===== config.mk =====
export PLATFORM = sky130hd
export DESIGN_NAME = hash_round_sequencer
export DESIGN_NICKNAME = d
export VERILOG_FILES = /design/src/rtl/hash_rnd_pkg.sv /design/src/rtl/hash_round_sequencer_cnt.sv /design/src/rtl/hash_round_sequencer.sv
export SDC_FILE = /design/constraint.sdc
export NUM_CORES = 1
export LEC_CHECK = 0
export CAP_MARGIN = 20
export CORE_AREA = 2 2 39 41
export CTS_CLUSTER_SIZE = 10
export DETAILED_ROUTE_END_ITERATION = 7
export DIE_AREA = 0 0 41 43
export GPL_TIMING_DRIVEN = 1
export PLACE_DENSITY = 0.54
export SLEW_MARGIN = 5
export SYNTH_ARGS = -nofsm -noshare
export SYNTH_HDL_FRONTEND = slang
export SYNTH_SLANG_ARGS = --single-unit

===== constraint.sdc =====
create_clock -name clk -period 3.79 [get_ports clk]
set_clock_uncertainty 0.2 [all_clocks]
set_input_delay 0.758 -clock clk [delete_from_list [all_inputs] [get_ports clk]]
set_output_delay 0.758 -clock clk [all_outputs]
set_load 0.005 [all_outputs]

===== src/rtl/hash_rnd_pkg.sv =====
//==============================================================================
// hash_rnd_pkg
// Shared state encoding and helpers for the hash round sequencer.
// Revision: 1.0
//==============================================================================
`default_nettype none

package hash_rnd_pkg;

    localparam int RND_STATE_W = 2;

    typedef enum logic [RND_STATE_W-1:0] {
        RND_IDLE = 2'b00,
        RND_RUN  = 2'b01,
        RND_DONE = 2'b10
    } rnd_state_t;

    // Number of enabled RUN cycles needed to walk from init_v to last_v inclusive.
    function automatic int rnd_len(input int init_v, input int last_v);
        return last_v - init_v + 1;
    endfunction

endpackage

`default_nettype wire


===== src/rtl/hash_round_sequencer_cnt.sv =====
//==============================================================================
// rnd_cnt_reg
// WIDTH-bit round register with synchronous clear, load-INIT and increment.
// Revision: 1.0
//==============================================================================
`default_nettype none

module rnd_cnt_reg #(
    parameter int WIDTH = 3,
    parameter int INIT  = 0
) (
    input  logic             clk,
    input  logic             rst,
    input  logic             clr_i,
    input  logic             load_i,
    input  logic             inc_i,
    output logic [WIDTH-1:0] cnt_o
);

    localparam logic [WIDTH-1:0] INIT_V = WIDTH'(INIT);

    logic [WIDTH-1:0] cnt_q;
    logic [WIDTH-1:0] cnt_d;

    always_comb begin
        cnt_d = cnt_q;
        if (clr_i || load_i) begin
            cnt_d = INIT_V;
        end else if (inc_i) begin
            cnt_d = cnt_q + WIDTH'(1);
        end
    end

    always_ff @(posedge clk) begin
        if (rst) begin
            cnt_q <= INIT_V;
        end else begin
            cnt_q <= cnt_d;
        end
    end

    assign cnt_o = cnt_q;

endmodule

`default_nettype wire


===== src/rtl/hash_round_sequencer.sv =====
//==============================================================================
// hash_round_sequencer
// Programmable round counter/sequencer pacing the hash round datapath.
// Optional abort port pair enabled by defining HASH_RND_ABORT_EN.
// Revision: 1.0
//==============================================================================
`default_nettype none

module hash_round_sequencer
    import hash_rnd_pkg::*;
#(
    parameter int WIDTH = 3,
    parameter int LAST  = 5,
    parameter int INIT  = 0
) (
    input  logic             clk,
    input  logic             rst,
    input  logic             init,
    input  logic             start,
    input  logic             en,
`ifdef HASH_RND_ABORT_EN
    input  logic             abort,
    output logic             aborted,
`endif
    output logic [WIDTH-1:0] round,
    output logic             co,
    output logic             busy,
    output logic             done
);

    if ((WIDTH < 2) || (WIDTH > 8) || (LAST >= (1 << WIDTH)) ||
        (INIT < 0) || (rnd_len(INIT, LAST) < 1)) begin : g_param_check
        $fatal(1, "hash_round_sequencer: illegal WIDTH/LAST/INIT combination");
    end

    localparam logic [WIDTH-1:0] LAST_V = WIDTH'(LAST);

    rnd_state_t       state_q;
    rnd_state_t       state_d;
    logic [WIDTH-1:0] round_q;
    logic             at_last;
    logic             abort_req;
    logic             cnt_load;
    logic             cnt_inc;
    logic             aborted_d;
    logic             aborted_q;

`ifdef HASH_RND_ABORT_EN
    assign abort_req = abort;
    assign aborted   = aborted_q;
`else
    assign abort_req = 1'b0;
`endif

    assign at_last = (round_q == LAST_V);

    // State register
    always_ff @(posedge clk) begin
        if (rst) begin
            state_q   <= RND_IDLE;
            aborted_q <= 1'b0;
        end else begin
            state_q   <= state_d;
            aborted_q <= aborted_d;
        end
    end

    // Next-state logic; init overrides every transition
    always_comb begin
        state_d = state_q;
        case (state_q)
            RND_IDLE: if (start) state_d = RND_RUN;
            RND_RUN: begin
                if (abort_req) begin
                    state_d = RND_IDLE;
                end else if (en && at_last) begin
                    state_d = RND_DONE;
                end
            end
            RND_DONE: state_d = RND_IDLE;
            default:  state_d = RND_IDLE;
        endcase
        if (init) begin
            state_d = RND_IDLE;
        end
    end

    // Output / datapath control decode
    always_comb begin
        cnt_inc   = (state_q == RND_RUN) && en && !abort_req && !at_last;
        cnt_load  = (state_d == RND_IDLE);
        aborted_d = (state_q == RND_RUN) && abort_req && !init;
        busy      = (state_q == RND_RUN);
        done      = (state_q == RND_DONE);
        co        = at_last && (state_q == RND_RUN);
    end

    rnd_cnt_reg #(
        .WIDTH (WIDTH),
        .INIT  (INIT)
    ) u_round_cnt (
        .clk    (clk),
        .rst    (rst),
        .clr_i  (init),
        .load_i (cnt_load),
        .inc_i  (cnt_inc),
        .cnt_o  (round_q)
    );

    assign round = round_q;

`ifndef HASH_RND_ABORT_EN
    logic unused_aborted;
    assign unused_aborted = aborted_q;
`endif

endmodule

`default_nettype wire

==> metrics.md <==
| Metric | Value |
|---|---|
| Global Route Usage Sum | `8.032%` |
| CP cell instances | `ha_1 -> nand2_1 -> nor2_1 -> clkdlybuf4s50_1` |
| Largest area contributor in the netlist | `dfxtp_1` |
| Initial antenna violation count | `0` |
| R2R setup slack | `2.12 ns` |
| Switching share of power | `roughly 22%` |
| Post-Syn Area | `256.5 sq um` |
| RSZ-0062 raised after global routing | `false` |
| First-pass iteration count of the detailed router | `4` |
| Sequential Power Share | `42.5%` |
| Initial Util | `~19%` |
| Setup TNS | `0 ns` |
| Worst path required time | `2.83 ns` |
| Max incr delay on CP | `0.50 ns` |
| IO Port Bufs | `10` |
| Hold slack | `approximately 0.32 ns` |
| YS warnings | `0` |
| Logic pwr share | `between 7 and 8%` |
| Die ar. | `about 1800 sq um` |
| Vias per inst | `4.667` |
| Max-capacitance violation count | `0` |
| Clk_lat worst skew | `0.24 ns` |
| Row count | `14` |
| Root Driver | `clkbuf_4` |
| Sink Count | `5` |
| Overflow after GRT | `0` |
| Synthesized net count | `37` |
| DRC viols | `0` |
| Actual slew at the worst max-slew pin | `between 0.5 and 0.6 ns` |
| Hold Fails Final Rpt | `0` |
| Routability Congestion | `0.6807` |
| Post-CTS Hold Buffers | `0` |
| First-pass GRT wire length | `903 um` |
| Crit. End Element | `output port` |
| DR WL/cell | `9.600 um` |
| Crit start category | `flip-flop` |
| Cts repair resizes | `0` |
| Post-route ant nets | `0` |
| Max-slew violations | `0` |
| Final WS setup | `1.309 ns` |
| Nets | `52` |
| Largest net degree at the start of global routing | `8` |
| Gate Count Post-Synth | `30` |
| Layout cell share with drive strength beyond 1 | `a little under an eighth` |
| Initial DRC count | `2` |
| Reg clk slew, reported paths | `0.05 ns` |
| Leakage dissipation | `0.0001440 uW` |
| Internal power of the cells | `99.41 uW` |
| Critical path class | `flip-flop to output port` |
| Setup bufs post-CTS | `0` |
| Seq cells post-synth | `5` |
| Fmax | `a little over 0.4 GHz` |
| N_diodes | `0` |
| Die X-Extent | `41 um` |
| Clock power share | `49.8%` |
| Worst rel slew slack | `between 60% and 70%` |
| Final Critical Period | `2.481 ns` |
| Vias in the first global route | `244` |
| H-tree Lvls | `1` |
| Slowest cell on crit path | `clkdlybuf4s50_1` |
| Sequential share of the synthesized area | `about two fifths` |
| Power density cells | `317.3 nW/um^2` |
| Switching power | `between 20 and 30 uW` |
| Area grow syn2layout | `57.07%` |
| Final Setup Violations | `0` |
| Status | `completed` |
| Critical-path maximum fanout | `5` |
| Worst VDD drop | `0.2211 mV` |
| Crit path DAT | `around 1.5 ns` |
| Hold Path Class | `flip-flop to flip-flop` |
| Die height | `43 um` |
| Maximum root-to-sink buffer count | `2` |
| Syn avg cell area | `roughly 8.5 sq um` |
| Area contributors post-synth | `dfxtp_1 39%, ha_1 9.8%, o31ai_1 5.9%` |
| Clock tree from TritonCTS | `done` |
| IO Pins | `11` |
| Top-area cell type share of the netlist area | `39.02%` |
| Pre-CTS setup slack | `1.558 ns` |
| Vias post-DR | `280` |
| Final WL | `576 um` |
| Total core area | `approximately 1400 sq um` |
| Period Utilization, post-route | `about two thirds` |
| Clock buffer count from CTS | `3` |
| Synth cell types | `19` |
-- synthesized netlist by cell type --
master	number
o21ai_0	1
nand2b_1	1
or4_1	1
nand2_2	1
a31oi_1	1
nor2b_1	2
nor4_1	1
ha_1	2
inv_1	2
a211oi_1	1
dfxtp_1	5
and2_4	1
nand2_1	2
or3_1	1
nand3_1	1
a21oi_1	2
nor3_1	2
o31ai_1	2
nor2_1	1
-- metrics by stage --
step | utilization, % | instance area [sq um] | power [uW] | instances
final | 29.11 | 402.9 | 127.8 | 60
after global routing | 29.11 | 402.9 | 135.2 | 60
after CTS | 29.11 | 402.9 | 131.4 | 60
after detailed placement | 27.22 | 376.6 | 65.30 | 56
after global placement | 27.22 | 376.6 | 65.15 | 56
after floorplan | - | 256.5 | 58.23 | 30
-- layout make-up --
type / count / area (sq um)
clock buffer: 4 / 26.28
fill: 152 / 980.9
inverter: 2 / 7.507
multi-input combinational: 23 / 148.9
sequential: 5 / 100.1
tap: 16 / 20.02
timing repair buffer: 10 / 100.1
-- critical path: cells and delay by family, from the launching register on --
family / cells / cell delay [ns]
adder cells (fa/ha/maj): 1 / 0.21
buffers and inverters: 1 / 0.50
flip-flops: 1 / 0.40
AND/OR/NAND/NOR: 2 / 0.17
-- worst paths after layout --
kind / startpoint / end / depth (start not counted)
hold reg to reg: u_round_cnt.cnt_o[2]$_SDFFE_PP0P_ / u_round_cnt.cnt_o[2]$_SDFFE_PP0P_ / 2
setup / recovery: u_round_cnt.cnt_o[0]$_SDFFE_PP0P_ / co / 4
hold / removal: u_round_cnt.cnt_o[2]$_SDFFE_PP0P_ / u_round_cnt.cnt_o[2]$_SDFFE_PP0P_ / 2
setup reg to reg: u_round_cnt.cnt_o[1]$_SDFFE_PP0P_ / u_round_cnt.cnt_o[0]$_SDFFE_PP0P_ / 5
-- logic make-up after synthesis --
kind of cell / share of synthesized area, %
compound gates: 17.07
fa+ha+maj: 9.755
buf+inv: 2.928
flops: 39.03
simple gates: 31.22
-- power by group through the flow --
| stage | combinational [uW] | clock, uW | sequential [uW] |
|---|---|---|---|
| after floorplan | 3.05 | 0 | 55.2 |
| after global placement | 9.79 | 0 | 55.4 |
| after detailed placement | 9.97 | 0 | 55.3 |
| after CTS | 10.0 | 67.1 | 54.3 |
| after global routing | 11.0 | 69.9 | 54.3 |
| final | 9.84 | 63.7 | 54.3 |
-- placed cells by master (no fill, tap or decap), types with 2 or more instances in the layout --
cell type / synthesis / layout
inv_1: 2 / 2
clkbuf_4: 0 / 3
a21oi_1: 2 / 2
ha_1: 2 / 2
nor3_1: 2 / 2
nor2b_1: 2 / 2
o31ai_1: 2 / 2
clkdlybuf4s50_1: 0 / 10
nand2_1: 2 / 2
dfxtp_1: 5 / 5
-- per-layer routing --
metal	GRT usage [%]	up-vias	wire length [um]
met1	9.646	130	262
li1	-	138	-
met3	7.853	0	66
met4	2.000	0	0
met5	0	-	0
met2	10.00	12	246
-- registers in the layout, summed over array words and instances, names as in the netlist --
signal,cells
state_q,2
u_round_cnt.cnt_o,3
Power figures use the tool's default switching activity.
